===== src/rtl/dsp_frame_sequencer.sv =====
// rtl/dsp_frame_sequencer.sv - chirp-aligned FFT frame builder with threshold load and result wait
module dsp_frame_sequencer #(
    parameter int FFT_LEN   = 8192,
    parameter int TIMEOUT_W = 32
) (
    input  logic                 aclk,
    input  logic                 aresetn,
    input  logic                 enable,
    input  logic [63:0]          thresh_i,
    input  logic [63:0]          thresh_q,
    input  logic [TIMEOUT_W-1:0] frame_timeout_cycles,
    input  logic                 chirp_active,
    input  logic [31:0]          s_adc_tdata,
    input  logic [31:0]          s_dac_tdata,
    input  logic                 s_tvalid,
    output logic                 s_tready,
    output logic [31:0]          m_adc_iq_tdata,
    output logic [31:0]          m_dac_iq_tdata,
    output logic                 m_iq_tvalid,
    output logic                 m_iq_tlast,
    output logic                 m_iq_first,
    input  logic                 m_iq_tready,
    output logic [63:0]          counter_id,
    output logic [7:0]           threshold_ctrl_i,
    output logic [7:0]           threshold_ctrl_q,
    input  logic                 pk_tvalid,
    input  logic                 pk_tready,
    output logic                 busy,
    output logic [15:0]          timeout_count
);
    localparam int CNT_W = $clog2(FFT_LEN);
    localparam logic [CNT_W-1:0] LAST_IDX = CNT_W'(FFT_LEN - 1);

    typedef enum logic [2:0] {IDLE, LOAD_THRESH, ARM, STREAM, PAD, WAIT_RESULT} state_t;

    state_t               r_state;
    logic [CNT_W-1:0]     r_count;
    logic [3:0]           r_nib;
    logic [63:0]          r_thr_i;
    logic [63:0]          r_thr_q;
    logic                 r_chirp_d;
    logic [TIMEOUT_W-1:0] r_timer;
    logic [63:0]          r_counter_id;
    logic [7:0]           r_ctrl_i;
    logic [7:0]           r_ctrl_q;
    logic [15:0]          r_timeouts;
    logic                 r_busy;

    logic                 w_xfer;
    logic                 w_last;
    logic                 w_pk;
    logic                 w_timeout;
    logic                 w_wait_exit;
    logic                 w_start_load;
    logic [3:0]           w_nib_next;

    always_comb begin
        s_tready       = 1'b1;
        m_iq_tvalid    = 1'b0;
        m_adc_iq_tdata = '0;
        m_dac_iq_tdata = '0;
        case (r_state)
            STREAM: begin
                s_tready       = m_iq_tready;
                m_iq_tvalid    = s_tvalid;
                m_adc_iq_tdata = s_adc_tdata;
                m_dac_iq_tdata = s_dac_tdata;
            end
            PAD: begin
                s_tready    = 1'b0;
                m_iq_tvalid = 1'b1;
            end
            default: ;
        endcase
    end

    assign w_xfer       = m_iq_tvalid & m_iq_tready;
    assign w_last       = (r_count == LAST_IDX);
    assign m_iq_first   = m_iq_tvalid & (r_count == '0);
    assign m_iq_tlast   = m_iq_tvalid & w_last;
    assign w_pk         = pk_tvalid & pk_tready;
    assign w_timeout    = (frame_timeout_cycles != '0) && (r_timer == frame_timeout_cycles);
    assign w_wait_exit  = (r_state == WAIT_RESULT) && (w_pk || w_timeout);
    assign w_start_load = enable && ((r_state == IDLE) || w_wait_exit);
    assign w_nib_next   = r_nib + 4'd1;

    assign counter_id       = r_counter_id;
    assign threshold_ctrl_i = r_ctrl_i;
    assign threshold_ctrl_q = r_ctrl_q;
    assign timeout_count    = r_timeouts;
    assign busy             = r_busy;

    always_ff @(posedge aclk or negedge aresetn) begin
        if (!aresetn) begin
            r_state      <= IDLE;
            r_count      <= '0;
            r_nib        <= '0;
            r_thr_i      <= '0;
            r_thr_q      <= '0;
            r_chirp_d    <= 1'b0;
            r_timer      <= '0;
            r_counter_id <= '0;
            r_ctrl_i     <= '0;
            r_ctrl_q     <= '0;
            r_timeouts   <= '0;
            r_busy       <= 1'b0;
        end else begin
            r_chirp_d <= chirp_active;
            case (r_state)
                LOAD_THRESH: begin
                    if (r_nib == 4'hF) begin
                        r_state <= ARM;
                    end else begin
                        r_nib    <= w_nib_next;
                        r_ctrl_i <= {w_nib_next, r_thr_i[{w_nib_next, 2'b00} +: 4]};
                        r_ctrl_q <= {w_nib_next, r_thr_q[{w_nib_next, 2'b00} +: 4]};
                    end
                end
                ARM: begin
                    if (chirp_active && !r_chirp_d)
                        r_state <= STREAM;
                end
                STREAM, PAD: begin
                    if (w_xfer) begin
                        if (w_last) begin
                            r_state      <= WAIT_RESULT;
                            r_count      <= '0;
                            r_counter_id <= r_counter_id + 64'd1;
                            r_timer      <= TIMEOUT_W'(1);
                        end else begin
                            r_count <= r_count + CNT_W'(1);
                        end
                    end else if (r_state == STREAM && !chirp_active && r_count != '0) begin
                        r_state <= PAD;
                    end
                end
                WAIT_RESULT: begin
                    r_timer <= r_timer + TIMEOUT_W'(1);
                    // A peak report in the timeout cycle counts as a normal completion
                    if (w_timeout && !w_pk && r_timeouts != 16'hFFFF)
                        r_timeouts <= r_timeouts + 16'd1;
                    if (w_wait_exit && !enable) begin
                        r_state <= IDLE;
                        r_busy  <= 1'b0;
                    end
                end
                default: ;
            endcase
            // Thresholds are snapshotted here so input changes mid-load cannot tear a word
            if (w_start_load) begin
                r_state  <= LOAD_THRESH;
                r_busy   <= 1'b1;
                r_nib    <= 4'd0;
                r_thr_i  <= thresh_i;
                r_thr_q  <= thresh_q;
                r_ctrl_i <= {4'd0, thresh_i[3:0]};
                r_ctrl_q <= {4'd0, thresh_q[3:0]};
            end
        end
    end
endmodule


===== config.mk =====
export PLATFORM = sky130hd
export DESIGN_NAME = dsp_frame_sequencer
export DESIGN_NICKNAME = d
export VERILOG_FILES = /design/src/rtl/dsp_frame_sequencer.sv
export SDC_FILE = /design/constraint.sdc
export NUM_CORES = 1
export LEC_CHECK = 0
export CORE_UTILIZATION = 50
export CTS_CLUSTER_DIAMETER = 100
export DETAILED_ROUTE_END_ITERATION = 6
export PLACE_DENSITY = 0.84
export SYNTH_ARGS = -nofsm -noshare
export SYNTH_HDL_FRONTEND = slang
export SYNTH_SLANG_ARGS = --single-unit

===== constraint.sdc =====
create_clock -name aclk -period 4.8 [get_ports aclk]
set_clock_uncertainty 0.2 [all_clocks]
set_input_delay 1.44 -clock aclk [delete_from_list [all_inputs] [get_ports aclk]]
set_output_delay 1.44 -clock aclk [all_outputs]
set_load 0.01 [all_outputs]

Yosys cells after proc, flatten, opt, wreduce, memory -nomap -nowiden
Index checks and enable logic that the tools add are counted.
- flip-flop bits (word level): 278
- bits of input ports: 232
- output and inout port bits: 165
- logic and storage cells: 100
- add/subtract/negate cells: 5
- equal/unequal tests: 17
- shift operators: 2
- multiplexer cells: 28
- bitwise gates (word level): 4
- reduce and logical (&&, ||, !) cells: 32
- operators with widths (operator ; count):
    $mux W32 ; 4
    $shiftx A64 B7 Y4 ; 2
    $add A64 B1 Y64 const B ; 1
    $pmux W32 S2 ; 1
    $mux W8 ; 6
    $add A32 B1 Y32 const B ; 1
    $eq A32 B32 Y1 ; 1
    $reduce_bool A32 Y1 ; 1
    $mux W3 ; 7
    $add A16 B1 Y16 const B ; 1
    $ne A16 B16 Y1 const B ; 1
    $add A13 B1 Y13 const B ; 1
    $eq A13 B13 Y1 const B ; 1
    $logic_not A13 Y1 ; 1
    $mux W13 ; 1
    $reduce_bool A13 Y1 ; 1
    $mux W4 ; 3
    $pmux W3 S4 ; 1
    $logic_and A1 B1 Y1 ; 9
    $ne A4 B4 Y1 const B ; 2
    $reduce_and A2 Y1 ; 4
    $reduce_bool A2 Y1 ; 4
    $eq A3 B2 Y1 const B ; 2
    $eq A3 B3 Y1 const B ; 2
    16 further kinds ; 30

Logic depth before layout (Yosys ltp)
Gate-level depths: netlist of the first run.
- depth in word-level cells: 8
- mapped depth: 11
- gate-level depth less buffers: 9

Worst setup path after synthesis of the first run
No wires, ideal clock.
- path kind: input-to-reg
- from: input port frame_timeout_cycles[21]
- to: register r_timeouts[1], in the netlist timeout_count[1]
- setup time: 125 ps
- arrival time: 3296 ps
- data required time: 4475 ps
- path slack: 1179 ps
- stages: 8
- buffers on the path: 2
- cell sequence: xor2_1 -> nor4_1 -> nand4_1 -> or3_1 -> and3b_1 -> clkbuf_1 -> buf_2 -> mux2_2
- cells in the longest elaborated chain, start to end: 5
- elaborated cells between the ends (all ways): 6
- those cells by class: eq/ne (1); reduce/logical (5)
- ends and longest elaborated chain (what ; RTL line ; text):
    from (decl) ; 11 ; input logic [TIMEOUT_W-1:0] frame_timeout_cycles,
    $eq A32 B32 Y1 or $reduce_bool A32 Y1 (tied branches) ; 82 ; assign w_timeout = (frame_timeout_cycles != '0) && (r_timer == frame_timeout_cycles);
    $logic_and A1 B1 Y1 * ; 82 ;
    $logic_and A1 B1 Y1 * (2 in series) ; 140 ; if (w_timeout && !w_pk && r_timeouts != 16'hFFFF)
    $reduce_and A2 Y1 (no source line) * ; n/a ;
    to (signal assigned) ; 141 ; r_timeouts <= r_timeouts + 16'd1;
    to (decl) ; 46 ; logic [15:0] r_timeouts;
Mark *: on every way between the ends. The rest lies on a longest branch, timed or not.
A chain may end at the register's enable or synchronous reset.

Worst setup path after layout of the first run
- from: input port s_tvalid
- to: output port m_iq_first
- cells in the longest elaborated chain, start to end: 2
- ends and longest elaborated chain (what ; RTL line ; text):
    from (decl) ; 15 ; input logic s_tvalid,
    $pmux W1 S2 ; 62 ; case (r_state)
    $and A1 B1 Y1 ; 79 ; assign m_iq_first = m_iq_tvalid & (r_count == '0);
    to (decl) ; 21 ; output logic m_iq_first,
Every way passes these cells.

==> results of run 1 <==
==> kinds of logic after synthesis <==
kind of cell	count (synthesis)	share of synthesized area
adders and majority gates	6	0.00561
DFF	270	0.505
buffers and inverters	77	0.0239
xor gates and xnor gates	137	0.0896
AOI/OAI and AO/OA	68	0.0289
and+or+nand+nor	392	0.165
muxes	178	0.183
==> layout by cell type (no fill, tap or decap), drive strengths merged, types with 2 or more instances in the layout <==
cell type,Yosys,layout
clkdlybuf4s50,0,395
dfrtp,270,270
mux2,130,130
xnor2,71,71
and2,67,67
xor2,66,66
nor2,66,66
nand2,60,60
nand3,49,49
clkbuf,36,43
mux4,40,40
nand4,37,37
a21oi,31,31
nor4,30,30
and3,28,28
o21ai,23,23
inv,21,21
buf,20,19
and4,15,15
or3,12,12
nor3,11,11
mux2i,8,8
ha,6,6
clkinv,0,6
nand2b,3,3
and3b,3,3
a31o,3,3
or4,3,3
a41oi,2,2
nor4b,2,2
==> flip-flops by register name, summed over array words and instances (netlist names) <==
signal / count
r_nib: 4
threshold_ctrl_q: 4
timeout_count: 16
threshold_ctrl_i: 4
busy: 1
r_state: 3
r_count: 13
r_chirp_d: 1
r_thr_i: 64
counter_id: 64
r_timer: 32
r_thr_q: 64
==> metal layers <==
metal,GRT usage,routed length (um),up-vias
met5,0,77,-
met4,0.0740,951,12
met3,0.0961,3770,78
met2,0.485,19400,437
met1,0.346,15000,5167
li1,-,-,4793
==> worst max-delay path by stage <==
stage | from | end | slack, ns | cells after the start
CTS | s_adc_tdata[28] | m_adc_iq_tdata[28] | 0.43 | 3
floorplan | frame_timeout_cycles[21] | timeout_count[1]$_DFFE_PN0P_ | 1.18 | 8
finish | s_tvalid | m_iq_first | 0.42 | 4
detailed placement | s_adc_tdata[28] | m_adc_iq_tdata[28] | 0.44 | 3
global placement | s_adc_tdata[28] | m_adc_iq_tdata[28] | 0.47 | 3
global route | r_state[0]$_DFFE_PN0P_ | m_iq_first | 0.28 | 6
==> power breakdown <==
part | total, mW | switching (mW) | internal [mW] | leakage [nW]
clock network | 2.10 | 0.889 | 1.21 | 0.443
registers | 3.41 | 0.478 | 2.93 | 3.44
logic | 3.19 | 1.29 | 1.90 | 4.10
==> through the flow <==
stage	setup slack, ns	total power [mW]	cells
2_1_floorplan	1.18	5.32	1128
3_3_place_gp	0.472	6.48	1821
3_5_place_dp	0.438	6.62	1821
4_1_cts	0.435	8.76	1871
5_1_grt	0.278	9.11	1871
6_report	0.420	8.70	1872
==> final cells by class <==
type                            instances  area, um2  share of cell area
Sequential cell                       270       6760               0.363
Multi-Input combinational cell        781       6330               0.340
Timing Repair Buffer                  414       4150               0.223
Clock buffer                           43        847              0.0454
Tap cell                              335        419              0.0225
Inverter                               21       78.8             0.00423
Clock inverter                          7       48.8             0.00262
Antenna cell                            1       2.50            0.000134
==> worst max-delay path, cell delays in order <==
cell	delay, ns
clkdlybuf4s50_1	0.48
a21oi_1	0.09
nor2_1	0.16
clkdlybuf4s50_1	0.57
==> results.md, run 1 <==
- Status: complete, but fails checks
- Failing checks: design-rule violations
- CTS tree: yes
- Critical path endpoint category: output port
- Post-route setup TNS: 0 ns
- Global route total overflow: 0
- Leakage dissipation: 7.98 nW
- Hold Crit Class: reg -> reg
- Synthesized flop and latch total: 270
- Post-synth net total: between 1k and 1.5k
- CTS Root Cell: clkbuf_16
- CP arrival: 2.74 ns
- Starting Density: 0.512
- Setup violators final: 0
- Initial DRC count: 890
- Clk slew on worst S/H paths: 0.06 ns
- Die ar.: 0.0274 mm2
- Hold Fails Final Rpt: 0
- Via density: 5.60
- Pwr/cell area: 467 mW/mm2
- All-Layer GR Usage: 0.284
- Critical path class: in -> out
- RSZ-0062 raised after global routing: false
- Die Width: about 170 um
- Synth cell count leaders: dfrtp_1 (270), mux2_2 (130), xnor2_1 (71)
- Launch point of the worst reg-to-reg path: r_state[2]$_DFFE_PN0P_
- Tmin final: 4.38 ns
- Hold Path Sink: counter_id[50]$_DFFE_PN0P_
- GPL Wtd Cong: roughly 0.9
- Fin area: 0.0186 mm2
- Worst Hold Path Cells: 1
- Dpl hpwl: 29.3 mm
- Yosys warning count: 0
- CP Max Fanout: 3
- Slew @ Worst Pin: 1.09 ns
- Worst Hold Launch: counter_id[50]$_DFFE_PN0P_
- CTS Sinks: 270
- Initial antenna violation count: 7
- Die H: 166 um
- Post-place instance area: ~0.018 mm2
- Antenna viol nets, final: 0
- Most common cell in the netlist: dfrtp_1
- Total number of vias: 10.5k
- Largest net degree at the start of global routing: 122
- Global-route wire length before repair: 60.8 mm
- Core area: 0.0261 mm2
- Routed wire per std cell: ~21 um
- Max-Cap Viols: 0
- Asr flop ratio synth: 1.00
- Total Wirelength: 39.2 mm
- Share of the yosys chip area belonging to registers: 0.505
- Layout cells sized above 1: 0.161
- # DRC: 64
- Synth Flop Type: dfrtp_1
- VDD IR max: between 0.3 and 0.4 mV
- Post-synthesis cell count: 1128
- Cell Area, Synth: approximately 0.013 mm2
- Row cnt: 59
- Yosys top cell area share: 0.505
- Period utilization: 0.912
- Post-CTS resize count: 0
- Setup fix buffers added after clock tree synthesis: 0
- Reg2Reg Depth: 8
- CTS Hold Bufs: 0
- Maximum clock frequency: 228 MHz
- First-pass DRT Iterations: 7
- Normalized max-slew margin: 0.274
- Port bufs: roughly 400
- R2R Setup Slk: between 1.5 and 2 ns
- R2R Path End: counter_id[43]$_DFFE_PN0P_
- WHS: between 0.2 and 0.3 ns
- Clk buf depth: 3
- Kind of start point of the critical path: primary input
- Post-synth EDFFs: 0
- Syn Area/Cell: ~12 um2
- Largest area contributor in the netlist: dfrtp_1
- Final Max Tran Viols: 0
- Layout Utilization: 0.713
- Vias in the first global route: 10.8k
- Io pins: 397
- Total CTS buffers: 28
- Yosys cell types: 50
- H-Tree Depth: 1
- Required time of the critical path: between 3 and 4 ns
- Fill count: 1774
- Area grow syn2layout: 39.2%
- Clock Latency Late Sink: 0.55 ns
- Fin nets: around 1.8k
- Ranking of synthesized cells by area: dfrtp_1 (50%), mux2_2 (11%), mux4_2 (6.7%)
Note: power is estimated with default switching activity, not from simulation.
==> run 2: changes to the inputs <==
- CORE_UTILIZATION: 50 -> 52
- PLACE_DENSITY: 0.84 -> 0.87
==> results.md, run 2 (synthesis results as in run 1) <==
- Status: complete, no violations
- Max-Cap Viols: 0
- Worst Hold Launch: counter_id[63]$_DFFE_PN0P_
- R2R Path End: counter_id[43]$_DFFE_PN0P_
- RSZ-0062 raised after global routing: false
- Total Wirelength: between 30 and 40 mm
- Row cnt: 58
- Pwr Total: 8.79 mW
- Worst Setup Slack, final: 0.457 ns
- Routed wire per std cell: 19.6 um
- Initial DRC count: 735
- VDD IR max: ~0.45 mV
- Hold Fails Final Rpt: 0
- CTS Sinks: 270
- # DRC: 0
- Launch point of the worst reg-to-reg path: r_state[1]$_DFFE_PN0P_
- Leakage dissipation: 8.00 nW
- Most used cell, CP: clkdlybuf4s50_1
- Hold Crit Class: reg -> reg
- Commonest non-fill, non-tap cell in the layout: clkdlybuf4s50_1
- CTS Root Cell: clkbuf_16
- Fin nets: between 1.5k and 2k
- Critical path buffers and inverters: 2
- First-pass DRT Iterations: 5
- Required time of the critical path: 3.16 ns
- Crit path max-delay cell type: clkdlybuf4s50_1
- Core area: 0.0253 mm2
- Setup violators final: 0
- Layout cells sized above 1: 0.163
- R2R Setup Slk: 1.58 ns
- Worst path max stage delay: around 0.54 ns
- Maximum clock frequency: 230 MHz
- Starting Density: 0.530
- Setup fix buffers added after clock tree synthesis: 0
- Port bufs: 396
- Pwr/cell area: 471 mW/mm2
- Global route total overflow: 0
- Slew @ Worst Pin: roughly 0.88 ns
- Area grow syn2layout: 39.5%
- CP arrival: about 2.7 ns
- Largest net degree at the start of global routing: 97
- Die Width: ~160 um
- Hold Path Sink: counter_id[63]$_DFFE_PN0P_
- GPL Wtd Cong: between 0.8 and 0.9
- Critical path endpoint category: output port
- Tmin final: approximately 4.3 ns
- Die ar.: 0.0264 mm2
- Io pins: ~400
- Clk buf depth: 3
- H-Tree Depth: 1
- Worst Hold Path Cells: 1
- CTS Hold Bufs: 0
- Clk slew on worst S/H paths: around 0.060 ns
- Period utilization: 0.905
- Antenna viol nets, final: 0
- Total CTS buffers: 28
- CP cell instances: clkdlybuf4s50_1 > a21oi_1 > nor2_1 > clkdlybuf4s50_1
- Final antenna diode count: 0
- Dpl ws: 0.403 ns
- Kind of start point of the critical path: primary input
- CTS tree: yes
- Vias in the first global route: roughly 11k
- Post-CTS resize count: 0
- Final Max Tran Viols: 0
- Total number of vias: 10.4k
- Commonest cells after routing, fill and taps aside: clkdlybuf4s50_1 (395), dfrtp_1 (269), mux2_2 (130), xnor2_1 (71), and2_1 (67)
- All-Layer GR Usage: 0.279
- Clock Latency Late Sink: around 0.53 ns
- Via density: 5.58
- Die H: 162 um
- Dpl hpwl: around 27 mm
- Reg2Reg Depth: 7
- Initial antenna violation count: 2
- Global-route wire length before repair: 57.6 mm
- Top delay family on crit path: buffers and inverters
- CP Max Fanout: 3
- Post-route setup TNS: 0 ns
- Normalized max-slew margin: 0.411
- Critical path class: in -> out
-- run 2: cell types whose count changed in the layout (fill, tap and decap cells not counted), sizes merged --
| cell | change |
|---|---|
| diode | -1 |
| clkbuf | -1 |
| bufinv | +2 |
| buf | -3 |
-- run 2: layer usage --
| layer | wire length (um) | vias up | share of wire | global-route usage |
|---|---|---|---|---|
| met5 | 24 | - | 0.00066 | 0 |
| met4 | 634 | 4 | 0.017 | 0.0596 |
| met3 | 2890 | 50 | 0.079 | 0.0713 |
| met2 | 17500 | 360 | 0.48 | 0.453 |
| met1 | 15500 | 5202 | 0.42 | 0.379 |
| li1 | - | 4784 | - | - |
-- run 2: layout make-up --
| class | instances | area, um2 |
|---|---|---|
| sequential | 270 | 6760 |
| fill | 1650 | 6580 |
| multi-input combinational | 781 | 6330 |
| timing repair buffer | 411 | 4120 |
| clock buffer | 42 | 885 |
| tap | 330 | 413 |
| clock inverter | 9 | 97.6 |
| inverter | 21 | 78.8 |
-- run 2: worst max path at each step --
stage,startpoint,to,cells past startpoint,slack [ns]
5_1_grt,r_state[1]$_DFFE_PN0P_,m_iq_tlast,6,0.28
3_5_place_dp,frame_timeout_cycles[21],timeout_count[7]$_DFFE_PN0P_,8,0.40
6_report,s_tvalid,m_iq_tlast,4,0.46
3_3_place_gp,frame_timeout_cycles[21],timeout_count[1]$_DFFE_PN0P_,7,0.46
2_1_floorplan,frame_timeout_cycles[21],timeout_count[1]$_DFFE_PN0P_,8,1.18
4_1_cts,s_tvalid,m_iq_tlast,4,0.45
-- run 2: power by group --
part           total (mW)  leakage, nW  internal (mW)  switching (mW)
logic                3.10         4.08           1.88            1.22
registers            3.43         3.44           2.93           0.500
clock network        2.26        0.491           1.37           0.885
total                8.79         8.00           6.19            2.61
-- run 2: worst reg2reg max path: stages, from the launching register on --
cell and delay, ns:
dfrtp_1 0.50, or3b_1 0.44, a21o_1 0.28, nor4_4 0.37, and4_1 0.37, nor4b_4 0.54
nand4_1 0.21, xnor2_1 0.17
-- run 2: metrics by stage --
| step | instance area (um2) | hold WS (ns) | instances | util |
|---|---|---|---|---|
| 2_1_floorplan | 13400 | 0.264 | 1128 | - |
| 3_3_place_gp | 17700 | 0.255 | 1813 | 0.701 |
| 3_5_place_dp | 17700 | 0.265 | 1813 | 0.701 |
| 4_1_cts | 18700 | 0.273 | 1864 | 0.740 |
| 5_1_grt | 18700 | 0.285 | 1864 | 0.740 |
| 6_report | 18700 | 0.271 | 1864 | 0.740 |
==> run 3: changes to the inputs <==
- CORE_MARGIN: unset -> 1.5
- clock period: 4.8 -> 5.25 ns (I/O delays scaled with it)
==> results.md, run 3 (synthesis results as in run 1) <==
- Initial DRC count: 990
- Critical path endpoint category: output port
- Layout cells sized above 1: 0.161
- Tmin final: about 4.6 ns
- Dpl hpwl: approximately 27 mm
- Total Wirelength: 38.1 mm
- Pwr/cell area: 439 mW/mm2
- Status: complete, no violations
- Hold Crit Class: reg -> reg
- CTS Root Cell: clkbuf_16
- Hold Fails Final Rpt: 0
- H-Tree Depth: 1
- Global-route wire length before repair: 58.8 mm
- Total number of vias: 10.6k
- First-pass DRT Iterations: 5
- Period utilization: 0.881
- Area grow syn2layout: 39.8%
- Critical path class: reg -> out
- R2R Setup Slk: between 2 and 2.5 ns
- Worst Setup Slack, final: 0.626 ns
- Setup fix buffers added after clock tree synthesis: 0
- Port bufs: 396
- Commonest non-fill, non-tap cell in the layout: clkdlybuf4s50_1
- VDD IR max: a little under 0.5 mV
- Clk slew on worst S/H paths: approximately 0.060 ns
- Final Max Tran Viols: 0
- Slew @ Worst Pin: 1.07 ns
- Global route total overflow: 0
- Required time of the critical path: ~3.5 ns
- Post-route setup TNS: 0 ns
- Clk buf depth: 3
- CTS Hold Bufs: 0
- Initial antenna violation count: 4
- Worst Hold Launch: counter_id[63]$_DFFE_PN0P_
- RSZ-0062 raised after global routing: false
- Kind of start point of the critical path: flip-flop
- Launch point of the worst reg-to-reg path: r_state[1]$_DFFE_PN0P_
- Normalized max-slew margin: 0.282
- Io pins: 397
- Worst Hold Path Cells: 1
- Dpl ws: 0.584 ns
- All-Layer GR Usage: 0.281
- Fill count: 1684
- Total CTS buffers: 28
- Maximum clock frequency: between 200 and 250 MHz
- Fin nets: 1748
- Max-Cap Viols: 0
- Antenna viol nets, final: 0
- Via density: 5.70
- CTS tree: yes
- Commonest cells after routing, fill and taps aside: clkdlybuf4s50_1 (395), dfrtp_1 (269), mux2_2 (130), xnor2_1 (71), and2_1 (67)
- Vias in the first global route: about 11k
- CTS Sinks: 270
- CP arrival: about 2.9 ns
- Core area: around 0.025 mm2
- Starting Density: 0.530
- Clock Latency Late Sink: 0.54 ns
- Largest net degree at the start of global routing: 119
- Setup violators final: 0
- Leakage dissipation: 8.02 nW
- Post-CTS resize count: 0
- # DRC: 0
- Routed wire per std cell: a little over 20 um
- Die Width: 163 um
- Reg2Reg Depth: 7
- Worst setup path start: r_state[1]$_DFFE_PN0P_
- CP Max Fanout: 46
- GPL Wtd Cong: 0.925
- Row cnt: between 50 and 60
- Die H: 163 um
- Die ar.: around 0.027 mm2
## run 3: changes by cell type in the layout (fill, tap and decap cells not counted), sizes merged
cell      delta
clkinv       -2
bufinv       +2
diode        +2
clkinvlp     -1
buf          -3
clkbuf       +1
## run 3: through the flow
stage / util / hold WS [ns] / cell area [um2] / power [mW] / cells
global route: 0.741 / 0.309 / 18700 / 8.60 / 1861
global placement: 0.700 / 0.255 / 17700 / 5.87 / 1810
floorplan: - / 0.264 / 13400 / 4.87 / 1128
detailed placement: 0.700 / 0.259 / 17700 / 6.02 / 1810
CTS: 0.741 / 0.271 / 18700 / 8.27 / 1861
finish: 0.741 / 0.272 / 18700 / 8.23 / 1863
## run 3: worst paths after layout
path,end
max,m_iq_first
min,counter_id[63]$_DFFE_PN0P_
max reg2reg,counter_id[43]$_DFFE_PN0P_
min reg2reg,counter_id[63]$_DFFE_PN0P_
max in group asynchronous,counter_id[36]$_DFFE_PN0P_
min in group asynchronous,r_timer[7]$_DFFE_PN0P_
## run 3: final cells by class
class / count / area (um2) / area share
sequential: 270 / 6760 / 0.361
multi-input combinational: 781 / 6330 / 0.338
timing repair buffer: 408 / 4110 / 0.219
clock buffer: 43 / 877 / 0.0468
tap: 330 / 413 / 0.0221
clock inverter: 8 / 155 / 0.00829
inverter: 21 / 78.8 / 0.00421
antenna: 2 / 5.00 / 0.000267
## run 3: routing by layer
metal,share of wire,GRT usage
met3,0.084,0.0716
met5,0.00076,0
met4,0.025,0.0814
met1,0.40,0.360
met2,0.49,0.472
## run 3: critical path: stages, from the launching register on
cell and delay, ns:
dfrtp_1 0.53, nand2_1 0.13, nor2_2 0.58, buf_12 0.27, a21oi_1 0.12, nor2_1 0.13, clkdlybuf4s50_1 0.55
## run 3: where the power goes
group / switching, mW / internal (mW)
combinational: 1.20 / 1.72
sequential: 0.454 / 2.68
clock: 0.826 / 1.34
total: 2.48 / 5.75
